### config.mk
export PLATFORM = sky130hd
export DESIGN_NAME = alu_operand_sequencer
export DESIGN_NICKNAME = d
export VERILOG_FILES = /design/src/rtl/alu_pkg.sv /design/src/rtl/alu_outbus_capture.sv /design/src/rtl/alu_operand_sequencer.sv
export SDC_FILE = /design/constraint.sdc
export NUM_CORES = 1
export LEC_CHECK = 0
export ABC_AREA = 0
export CAP_MARGIN = 20
export CORE_MARGIN = 1.5
export CORE_UTILIZATION = 46
export DETAILED_ROUTE_END_ITERATION = 12
export HOLD_SLACK_MARGIN = 0.12
export PLACE_DENSITY = 0.73
export SLEW_MARGIN = 0
export SYNTH_ARGS = -nofsm -noshare
export SYNTH_HDL_FRONTEND = slang
export SYNTH_SLANG_ARGS = --single-unit
### constraint.sdc
create_clock -name clk -period 4.29 [get_ports clk]
set_input_delay 0.6435 -clock clk [delete_from_list [all_inputs] [get_ports clk]]
set_output_delay 0.6435 -clock clk [all_outputs]
set_load 0.005 [all_outputs]
### src/rtl/alu_pkg.sv
// Shared definitions for the multi-cycle 8-bit ALU front-ends: op codes,
// sequencer state encoding and the per-op operand word count.
package alu_pkg;

  localparam logic [1:0] OP_ADD = 2'b00;
  localparam logic [1:0] OP_SUB = 2'b01;
  localparam logic [1:0] OP_MUL = 2'b10;
  localparam logic [1:0] OP_DIV = 2'b11;

  localparam logic [2:0] ST_IDLE  = 3'd0;
  localparam logic [2:0] ST_START = 3'd1;
  localparam logic [2:0] ST_FEED  = 3'd2;
  localparam logic [2:0] ST_RUN   = 3'd3;
  localparam logic [2:0] ST_DONE  = 3'd4;

  // Divide loads A, Q, M; the other ops load Q, M and the ALU zeroes A itself.
  function automatic logic [1:0] words_for_op(input logic [1:0] op);
    return (op == OP_DIV) ? 2'd3 : 2'd2;
  endfunction

endpackage

### src/rtl/alu_outbus_capture.sv
// Two-deep history of the ALU result bus: h1 is last cycle's outbus, h0 the
// cycle before that. Clear wins over shift so a new operation starts from zeros.
module alu_outbus_capture (
  input  logic       clk,
  input  logic       reset,
  input  logic       clear,
  input  logic       shift,
  input  logic [7:0] outbus,
  output logic [7:0] h0,
  output logic [7:0] h1
);

  // NOTE: non-blocking assignments make h0 take the old h1, not this cycle's outbus.
  always_ff @(posedge clk or negedge reset) begin
    if (!reset) begin
      h0 <= 8'h00;
      h1 <= 8'h00;
    end else if (clear) begin
      h0 <= 8'h00;
      h1 <= 8'h00;
    end else if (shift) begin
      h1 <= outbus;
      h0 <= h1;
    end
  end

endmodule

### src/rtl/alu_operand_sequencer.sv
// Request/response front-end for the multi-cycle ALU: pulses BEGIN, serialises
// the operand words onto inbus, and returns the two result words seen before END.
module alu_operand_sequencer #(
  parameter int FEED_DELAY     = 1,
  parameter int TIMEOUT_CYCLES = 64
) (
  input  logic       clk,
  input  logic       reset,
  input  logic       req_valid,
  output logic       req_ready,
  input  logic [1:0] req_op,
  input  logic [7:0] req_a,
  input  logic [7:0] req_q,
  input  logic [7:0] req_m,
  output logic       alu_begin,
  output logic [1:0] alu_op_code,
  output logic [7:0] alu_inbus,
  input  logic [7:0] alu_outbus,
  input  logic       alu_end,
  output logic       rsp_valid,
  input  logic       rsp_ready,
  output logic [7:0] rsp_hi,
  output logic [7:0] rsp_lo,
  output logic       rsp_timeout,
  output logic       busy
);
  import alu_pkg::*;

  localparam int WD_W = $clog2(TIMEOUT_CYCLES + 1);
  localparam int FC_W = $clog2(FEED_DELAY + 4);

  logic [2:0]      state;
  logic [1:0]      op;
  logic [7:0]      word_a, word_q, word_m;
  logic [FC_W-1:0] feed_cnt;
  logic [FC_W-1:0] feed_last;
  logic [WD_W-1:0] wd;
  logic            wd_expire;
  logic            feeding;
  logic [1:0]      slot;
  logic [7:0]      h0, h1;

  alu_outbus_capture u_capture (
    .clk    (clk),
    .reset  (reset),
    .clear  (state == ST_START),
    .shift  ((state == ST_FEED) || (state == ST_RUN)),
    .outbus (alu_outbus),
    .h0     (h0),
    .h1     (h1)
  );

  assign feed_last = FC_W'(FEED_DELAY) + FC_W'(words_for_op(op)) - FC_W'(1);
  assign feeding   = (state == ST_FEED) && (feed_cnt >= FC_W'(FEED_DELAY));
  // Non-divide ops skip the A slot, so their first word maps to Q.
  assign slot      = 2'(feed_cnt - FC_W'(FEED_DELAY)) + ((op == OP_DIV) ? 2'd0 : 2'd1);
  // wd is 0 on START+1, so it holds TIMEOUT_CYCLES-1 on the last allowed cycle.
  assign wd_expire = (wd == WD_W'(TIMEOUT_CYCLES - 1));

  // NOTE: default assignment first so no path leaves alu_inbus unassigned (no latch).
  always_comb begin
    alu_inbus = 8'h00;
    if (feeding) begin
      case (slot)
        2'd0:    alu_inbus = word_a;
        2'd1:    alu_inbus = word_q;
        default: alu_inbus = word_m;
      endcase
    end
  end

  assign req_ready   = reset && (state == ST_IDLE);
  assign busy        = (state != ST_IDLE);
  assign alu_begin   = (state == ST_START);
  assign alu_op_code = busy ? op : 2'b00;
  assign rsp_valid   = (state == ST_DONE);

  always_ff @(posedge clk or negedge reset) begin
    if (!reset) begin
      state       <= ST_IDLE;
      op          <= 2'b00;
      word_a      <= 8'h00;
      word_q      <= 8'h00;
      word_m      <= 8'h00;
      feed_cnt    <= '0;
      wd          <= '0;
      rsp_hi      <= 8'h00;
      rsp_lo      <= 8'h00;
      rsp_timeout <= 1'b0;
    end else begin
      case (state)
        ST_IDLE: begin
          if (req_valid) begin
            op     <= req_op;
            word_a <= req_a;
            word_q <= req_q;
            word_m <= req_m;
            state  <= ST_START;
          end
        end
        ST_START: begin
          wd       <= '0;
          feed_cnt <= '0;
          state    <= ST_FEED;
        end
        ST_FEED, ST_RUN: begin
          wd <= wd + 1'b1;
          if (state == ST_FEED) begin
            feed_cnt <= feed_cnt + 1'b1;
            if (feed_cnt == feed_last) state <= ST_RUN;
          end
          // END may arrive while still feeding; it also beats a same-cycle timeout.
          if (alu_end) begin
            rsp_hi      <= h0;
            rsp_lo      <= h1;
            rsp_timeout <= 1'b0;
            state       <= ST_DONE;
          end else if (wd_expire) begin
            rsp_hi      <= 8'h00;
            rsp_lo      <= 8'h00;
            rsp_timeout <= 1'b1;
            state       <= ST_DONE;
          end
        end
        ST_DONE: begin
          if (rsp_ready) state <= ST_IDLE;
        end
        default: state <= ST_IDLE;
      endcase
    end
  end

endmodule

==> results by group, run 1 <==
Timing
  • Number of setup violations in the final report: 0
  • Slew HR: 0.399
  • Slew Limit Fails: 0
  • Slew @ Worst Pin: 902 ps
  • Post-route minimum period: 3310 ps
  • RSZ-0062 raised after global routing: false
  • Final Hold Fails: 0
  • Final TNS setup: 0 ps
  • Final period utilization: 0.772
  • Skew final: 6.84 ps
  • Max Fclk: 0.302 GHz
  • Worst hold margin: 491 ps

Final layout
  • Final std cells w/o fill: 479
  • Final net count: 418
  • Fillcell total: 605
  • Fraction of layout cells with a size suffix above 1: 0.142
  • # diodes: 0
  • Synthesis-to-finish area growth: 26.8%

Critical path
  • Critical Path RT: 3650 ps
  • Worst Setup Start Kind: flip-flop
  • CP Max Fanout: 16
  • Crit end category: output port
  • WP buf/inv: 2
  • CP delay by family, top: XOR/XNOR gates
  • Setup slack, reg-to-reg: 2330 ps
  • Worst setup path category: flip-flop to output port
  • RR Startpoint: state[1]
  • Slowest-stage cell, CP: xnor2_2
  • RR Endpoint: word_m[2]
  • Worst Reg-to-Reg Cells: 4
  • Crit path DAT: 2670 ps
  • Worst path max stage delay: 670 ps
  • Critical path cell sequence: inv_1, ha_1, xnor2_2, nor2_1, a211oi_2, clkdlybuf4s50_1

Power
  • Peak VDD IR: 0.000303 V
  • Pwr/cell area: 718 nW/um^2
  • Leakage: 1.99 nW
  • Final Power: 3.19 mW

Clock network
  • Cts bufs inserted: 9
  • Resized cells post-CTS: 0
  • Reg clk slew, reported paths: 70 ps
  • CTS sink cnt: 72
  • Skew-Pair Late Insertion Delay: 340 ps
  • Post-CTS setup buffers: 0
  • CTS root buf: clkbuf_8
  • CTS tree: done
  • Clk buf depth: 2
  • Post-CTS Hold Buffers: 0
  • # H-tree levels: 3

Detailed routing
  • Drt total wl: 7.18 mm
  • Via-to-Cell Ratio: 5.19
  • Routed wire per std cell: 15.0 um
  • Routed Antenna Nets: 0
  • Total number of vias: 2488
  • DRC: 0
  • Detailed Route Iter0 Violations: 173
  • Drt pass-1 iters: 5

Synth
  • Post-synth EDFFs: 0
  • Post-Syn Area: 3510 um^2
  • Async set or reset register ratio after synthesis: 1.00
  • Synthesis-stage register bit count: 72
  • Register area share after synthesis: 0.514
  • Ys flop type: dfrtp_1
  • Synthesized area per cell: 11.3 um^2
  • Synthesized Nets: 352
  • Post-Syn Instances: 309
  • YS warnings: 0
  • Yosys cell types: 40

Run
  • Max Cap Viol: 0

Die
  • Ports: 70
  • Die Span Y: 90.3 um
  • DIE WIDTH: 90.3 um
  • Initial Util: 0.478
  • Die area: 8150 um^2
  • Num rows: 31
  • Floorplan core area: 7330 um^2

Placed design
  • DP Cell Count: 463
  • GPL Wtd Cong: 0.780
  • DP Wirelength: 4.71 mm
  • Port Buffers: 69

Global routing
  • Grt ovf: 0
  • Largest net degree at the start of global routing: 73
  • First-pass GRT wire length: 12.4 mm
  • GR Util All Layers: 0.193
  • Antenna violations before repair: 0
  • Vias in the first global route: 2531

Min path
  • Hold_sp: word_m[1]
  • Hold Crit Depth: 1
  • Worst Hold Class: flip-flop to flip-flop
  • Hold endpoint: word_m[1]

Run status
  • Status: complete, no violations
-- layout by cell type, fill, tap and decap left out, types with 2 or more instances in the layout --
master,instances
nand2b_1,3
mux2_4,20
a22o_1,3
buf_4,5
a211oi_2,8
a21oi_1,2
nor3b_4,2
dfrtp_1,72
a2bb2oi_1,3
inv_1,22
and2_1,3
ha_1,4
mux2i_1,11
o21ai_1,40
o211ai_1,2
nand3_1,4
nor2_1,10
nand2_1,41
a22oi_1,16
o21bai_1,2
clkbuf_8,11
mux2_1,6
clkdlybuf4s50_1,68
nor3b_1,2
nor2b_1,2
bufinv_16,2
-- flip-flops by register name (all words and copies together) (netlist names), 2 cells and up --
| register | cells |
|---|---|
| rsp_hi | 8 |
| rsp_lo | 8 |
| u_capture.h0 | 8 |
| u_capture.h1 | 8 |
| word_a | 8 |
| word_m | 8 |
| word_q | 8 |
| wd | 7 |
| feed_cnt | 3 |
| state | 3 |
| op | 2 |
-- power breakdown --
part           switching (mW)  total, mW  internal [mW]
Sequential              0.247       1.22          0.968
Combinational           0.617       1.37          0.751
Clock                   0.247      0.607          0.361
-- layout make-up --
class                   instances  area [um^2]  share of cell area
inverters                      22         82.6              0.0186
repair buffers                 73          718               0.162
multi-input cells             197         1490               0.335
well taps                      99          124              0.0279
clock inverters                 4         76.3              0.0172
flip-flops and latches         72         1800               0.405
clock buffers                  12          155              0.0349
-- cell usage after synthesis, types with 3 or more instances --
cell	count	area, um^2
a2bb2oi_1	3	26.3
mux2_4	20	300
ha_1	4	50.1
mux2_1	6	67.6
inv_1	22	82.6
mux2i_1	11	110
a211oi_2	8	100
buf_2	9	45.0
a22oi_1	16	120
buf_4	4	30.0
and2_1	3	18.8
dfrtp_1	72	1800
nand2b_1	3	18.8
o21ai_1	40	200
nand2_1	41	154
nor2_1	10	37.5
nand3_1	4	20.0
a22o_1	3	26.3
-- cell families after synthesis --
group	count (synthesis)	synth area share
AOI/OAI and AO/OA	80	0.160
and+or+nand+nor	75	0.109
buffers and inverters	40	0.0617
xor gates and xnor gates	1	0.00464
adders and majority gates	4	0.0143
muxes	37	0.136
DFF	72	0.514
-- worst max path at each step --
stage,startpoint,slack [ps],cells past startpoint,to
floorplan,feed_cnt[0],2090,5,alu_inbus[0]
global placement,feed_cnt[0],1370,6,alu_inbus[0]
detailed placement,feed_cnt[0],1310,6,alu_inbus[4]
CTS,feed_cnt[0],920,6,alu_inbus[0]
global route,feed_cnt[0],760,6,alu_inbus[0]
finish,feed_cnt[0],980,6,alu_inbus[0]
-- stage by stage --
stage | utilization | setup slack, ps | area (um^2)
2_1_floorplan | - | 2090 | 3510
3_3_place_gp | 0.575 | 1370 | 4210
3_5_place_dp | 0.575 | 1310 | 4210
4_1_cts | 0.606 | 922 | 4450
5_1_grt | 0.606 | 760 | 4450
6_report | 0.606 | 980 | 4450
-- per-layer routing --
layer  track usage  vias to the layer above  wire, um
met5             0                        -         0
met4        0.0873                        0       137
met3        0.0345                       10       286
met2         0.280                       70      3200
met1         0.282                     1203      3550
li1              -                     1205         -
Note: power is estimated with default switching activity, not from simulation.
==> inputs of run 2 (changes only) <==
--- a/config.mk
+++ b/config.mk
@@ -11,7 +11,7 @@
 export CORE_UTILIZATION = 46
 export DETAILED_ROUTE_END_ITERATION = 12
 export HOLD_SLACK_MARGIN = 0.12
-export PLACE_DENSITY = 0.73
+export PLACE_DENSITY = 0.75
 export SLEW_MARGIN = 0
 export SYNTH_ARGS = -nofsm -noshare
 export SYNTH_HDL_FRONTEND = slang
==> constraint.sdc (replaced) <==
create_clock -name clk -period 2.8 [get_ports clk]
set_input_delay 0.42 -clock clk [delete_from_list [all_inputs] [get_ports clk]]
set_output_delay 0.42 -clock clk [all_outputs]
set_load 0.005 [all_outputs]
==> run 2 against run 1 <==
Effect of this change: cell area rose by 1.5%; register-to-register slack got worse by 1500 ps; largest cell class unchanged; final cell count rose by 1.3%; non-clock buffer count rose by 6; largest power group unchanged.
==> results by group, run 2 (synthesis gave the netlist of run 1 again) <==
Power
  • Peak VDD IR: 0.000523 V
  • Pwr/cell area: 1100 nW/um^2
  • Final Power: 4.98 mW
  • Leakage: 2.03 nW

Detailed routing
  • Total number of vias: 2529
  • Routed Antenna Nets: 0
  • Routed wire per std cell: 15.0 um
  • Via-to-Cell Ratio: 5.21
  • Detailed Route Iter0 Violations: 119
  • DRC: 0
  • Drt pass-1 iters: 4
  • Drt total wl: 7.29 mm

Final layout
  • # diodes: 0
  • Most frequent cells in the layout: 71 x dfrtp_1, 68 x clkdlybuf4s50_1, 41 x nand2_1
  • Fraction of layout cells with a size suffix above 1: 0.163
  • Fillcell total: 573
  • Synthesis-to-finish area growth: 28.7%
  • Post-layout util: 0.615
  • Most common cell after layout, fill and taps aside: dfrtp_1
  • Final net count: 424

Clock network
  • CTS root buf: clkbuf_8
  • # H-tree levels: 3
  • Cts bufs inserted: 9
  • Reg clk slew, reported paths: 70 ps
  • CTS sink cnt: 72
  • CTS tree: done
  • Post-CTS Hold Buffers: 0
  • Clk buf depth: 2
  • Skew-Pair Late Insertion Delay: 350 ps

Placed design
  • Port Buffers: 69
  • GPL Wtd Cong: 0.756
  • DP Wirelength: 4.92 mm

Critical path
  • Critical Path RT: 2380 ps
  • Worst path max stage delay: 520 ps
  • Worst setup path category: flip-flop to output port
  • Crit end category: output port
  • CP startpoint: op[0]
  • WP buf/inv: 2
  • Crit path DAT: 2260 ps
  • Slowest-stage cell, CP: clkdlybuf4s50_1
  • CP delay by family, top: buffers and inverters
  • RR Startpoint: state[2]
  • Critical path cell sequence: and2_1, ha_4, xnor2_2, buf_4, nor2_1, a211oi_2, clkdlybuf4s50_1
  • CP Max Fanout: 16
  • Worst Setup Start Kind: flip-flop

Run
  • Max Cap Viol: 0

Die
  • Initial Util: 0.478
  • Floorplan core area: 7330 um^2
  • DIE WIDTH: 90.3 um
  • Ports: 70
  • Die Span Y: 90.3 um
  • Num rows: 31
  • Die area: 8150 um^2

Timing
  • Post-route minimum period: 2680 ps
  • Slew Limit Fails: 0
  • Slew @ Worst Pin: 878 ps
  • Number of setup violations in the final report: 0
  • Max Fclk: 0.374 GHz
  • Final period utilization: 0.956
  • Slew HR: 0.414
  • Final Hold Fails: 0
  • Skew final: 9.15 ps

Global routing
  • Largest net degree at the start of global routing: 73
  • Vias in the first global route: 2497
  • Antenna violations before repair: 0
  • GR Util All Layers: 0.191
  • Grt ovf: 0
  • First-pass GRT wire length: 12.3 mm

Run status
  • Status: complete, no violations

Min path
  • Worst Hold Class: primary input to asynchronous set/reset pin
-- run 2: worst register-to-register path, delay by kind of cell, from the launching register on --
| family | cells | cell delay, ps |
|---|---|---|
| buffers and inverters | 1 | 390 |
| DFF | 1 | 600 |
| and+or+nand+nor | 2 | 460 |
| muxes | 1 | 380 |
-- run 2: through the flow --
stage / worst slack, ps / hold slack, ps / std cells / setup TNS (ps) / cell area [um^2]
4_1_cts: 39.6 / 344 / 484 / 0 / 4480
5_1_grt: -9.79 / 381 / 485 / -9.79 / 4510
3_3_place_gp: 378 / 475 / 468 / 0 / 4250
6_report: 123 / 302 / 485 / 0 / 4510
3_5_place_dp: 286 / 488 / 468 / 0 / 4250
2_1_floorplan: 826 / 124 / 309 / 0 / 3510
-- run 2: worst paths after layout --
| path | slack (ps) | cells after the start | endpoint |
|---|---|---|---|
| worst min-delay path | 300 | 2 | word_a[7] |
| max in group asynchronous | 1900 | 2 | feed_cnt[0] |
| worst max-delay path | 120 | 7 | alu_inbus[5] |
| min in group clk | 510 | 1 | word_m[0] |
| worst max register to register | 860 | 4 | word_m[3] |
| worst min register to register | 510 | 1 | word_m[0] |
-- run 2: area by class of cell --
type / instances / area [um^2] / area share
tap: 99 / 124 / 0.0275
multi-input combinational: 197 / 1500 / 0.333
sequential: 72 / 1800 / 0.400
clock buffer: 10 / 138 / 0.0305
clock inverter: 6 / 91.3 / 0.0202
inverter: 22 / 82.6 / 0.0183
timing repair buffer: 79 / 773 / 0.171
-- run 2: timing repair --
action	4_1_cts	5_1_grt
setup buffers	0	1
resized for setup	1	2
pin swaps	1	1
gates cloned	0	0
setup endpoints to repair	8	8
-- run 2: per-layer routing --
metal | GRT usage | routed length (um) | vias to the layer above
met2 | 0.277 | 3250 | 72
met4 | 0.0661 | 75 | 0
li1 | - | - | 1225
met3 | 0.0446 | 356 | 9
met5 | 0 | 0 | -
met1 | 0.280 | 3600 | 1223
-- run 2: power by group --
part / total, mW / switching (mW) / internal [mW] / leakage [nW]
Sequential: 1.87 / 0.382 / 1.49 / 0.869
Combinational: 2.19 / 0.955 / 1.23 / 1.04
Clock: 0.921 / 0.391 / 0.530 / 0.117
Total: 4.98 / 1.73 / 3.25 / 2.03
==> inputs of run 3 (changes only) <==
--- a/config.mk
+++ b/config.mk
@@ -11,6 +11,7 @@
 export CORE_UTILIZATION = 46
 export DETAILED_ROUTE_END_ITERATION = 12
 export HOLD_SLACK_MARGIN = 0.12
+export MAX_ROUTING_LAYER = met4
 export PLACE_DENSITY = 0.75
 export SLEW_MARGIN = 0
 export SYNTH_ARGS = -nofsm -noshare
==> run 3 against run 2 <==
Effect of this change: sequential share of layout area unchanged; routed wire length shrank 0.43%; non-clock buffer count stayed put; first-iteration DRC count is 9.2% higher; final cell count stayed put; die area is the same; combinational power about the same; sequential cell count unchanged; power hardly changed; sequential power is essentially flat; setup slack better by 6.7 ps; clock skew about the same; largest cell class unchanged; highest routed layer unchanged.
==> results by group, run 3 (synthesis gave the netlist of run 1 again) <==
Run status
  • Status: complete, no violations

Placed design
  • Post-place setup slack: 286 ps
  • Port Buffers: 69
  • DP Cell Count: 468
  • GPL Wtd Cong: 0.766
  • DP Wirelength: 4.92 mm

Timing
  • Slew HR: 0.414
  • Skew final: 9.50 ps
  • Final period utilization: 0.954
  • Worst hold margin: 308 ps
  • Final setup margin: 129 ps
  • Post-route minimum period: 2670 ps
  • Number of setup violations in the final report: 0
  • Slew @ Worst Pin: 878 ps
  • Max Fclk: 0.374 GHz
  • Slew Limit Fails: 0
  • Final Hold Fails: 0

Critical path
  • Critical Path RT: 2380 ps
  • Worst setup path category: flip-flop to output port
  • CP Max Fanout: 16
  • Worst Setup Start Kind: flip-flop
  • RR Endpoint: word_m[2]
  • RR Startpoint: state[2]
  • Crit end category: output port
  • Worst Reg-to-Reg Cells: 4
  • Setup slack, reg-to-reg: 860 ps
  • Crit path DAT: 2250 ps

Clock network
  • Clk buf depth: 2
  • CTS tree: done
  • CTS sink cnt: 72
  • Cts bufs inserted: 9
  • Reg clk slew, reported paths: 70 ps
  • Skew-Pair Late Insertion Delay: 340 ps
  • CTS root buf: clkbuf_8
  • # H-tree levels: 3

Die
  • Ports: 70
  • Floorplan core area: 7330 um^2
  • Die area: 8150 um^2
  • DIE WIDTH: 90.3 um
  • Initial Util: 0.478
  • Num rows: 31
  • Die Span Y: 90.3 um

Detailed routing
  • Drt total wl: 7.25 mm
  • Routed Antenna Nets: 0
  • DRC: 0
  • Via-to-Cell Ratio: 5.24
  • Detailed Route Iter0 Violations: 130
  • Total number of vias: 2540
  • Routed wire per std cell: 15.0 um
  • Drt pass-1 iters: 4

Global routing
  • First-pass GRT wire length: 12.3 mm
  • Grt ovf: 0
  • GR Util met3: 0.0320
  • GR Util met1: 0.282
  • GR Util met2: 0.277
  • Vias in the first global route: 2495
  • Antenna violations before repair: 0
  • Largest net degree at the start of global routing: 73
  • GR Util All Layers: 0.196
  • Gr busiest metal: met1

Min path
  • Worst Hold Class: primary input to asynchronous set/reset pin

Final layout
  • Most frequent cells in the layout: 71 x dfrtp_1, 68 x clkdlybuf4s50_1, 41 x nand2_1
  • Most common cell after layout, fill and taps aside: dfrtp_1
  • Fillcell total: 573
  • Area of the multi-input gates: 1500 um^2
  • Final std cells w/o fill: 485
  • Register area: 1800 um^2
  • Synthesis-to-finish area growth: 28.7%
  • # diodes: 0
  • Post-layout util: 0.615
  • Fraction of layout cells with a size suffix above 1: 0.163
  • Final net count: 424

Run
  • Max Cap Viol: 0

Power
  • Peak VDD IR: 0.000521 V
  • Pwr/cell area: 1100 nW/um^2
  • Leakage: 2.03 nW
[run 3: cell counts in the layout (fill, tap and decap cells not counted)]
No cell type changed its count.
[run 3: metrics by stage]
step,power [mW],area (um^2),TNS (ps)
6_report,4.97,4510,0
5_1_grt,5.33,4510,-4.59
4_1_cts,4.97,4480,0
3_5_place_dp,4.03,4250,0
3_3_place_gp,3.97,4250,0
2_1_floorplan,3.31,3510,0
[run 3: worst max-delay path, cell delays in order (launching register included)]
cell             delay, ps
dfrtp_1                390
and2_1                 190
ha_4                   170
xnor2_2                120
buf_4                  250
nor2_1                  70
a211oi_2               200
clkdlybuf4s50_1        520
[run 3: final cells by class]
class | instances | area share
inverter | 22 | 0.0183
sequential | 72 | 0.400
clock inverter | 6 | 0.0202
multi-input combinational | 197 | 0.333
timing repair buffer | 79 | 0.171
clock buffer | 10 | 0.0305
tap | 99 | 0.0275
[run 3: power by group]
group / internal, mW / leakage [nW] / switching, mW
clock network: 0.530 / 0.117 / 0.389
registers: 1.49 / 0.869 / 0.381
logic: 1.23 / 1.04 / 0.954
[run 3: how the worst max path moves through the flow]
stage,from,cells after the start,endpoint
global route,op[0],7,alu_inbus[0]
floorplan,feed_cnt[0],5,alu_inbus[0]
CTS,feed_cnt[0],5,alu_inbus[0]
detailed placement,feed_cnt[0],5,alu_inbus[0]
global placement,feed_cnt[0],5,alu_inbus[1]
finish,op[0],7,alu_inbus[5]
[run 3: per-layer routing]
metal  up-vias  part of all wire
li1       1227                 -
met3         6             0.046
met4         0             0.012
met2        82              0.45
met5         -                 0
met1      1225              0.50
[run 3: timing repair]
action | in CTS | in global routing
buffers inserted | 0 | 1
resized for setup | 1 | 2
endpoints found under the setup margin | 8 | 8
pin swaps | 1 | 1
hold buffers | 0 | 0
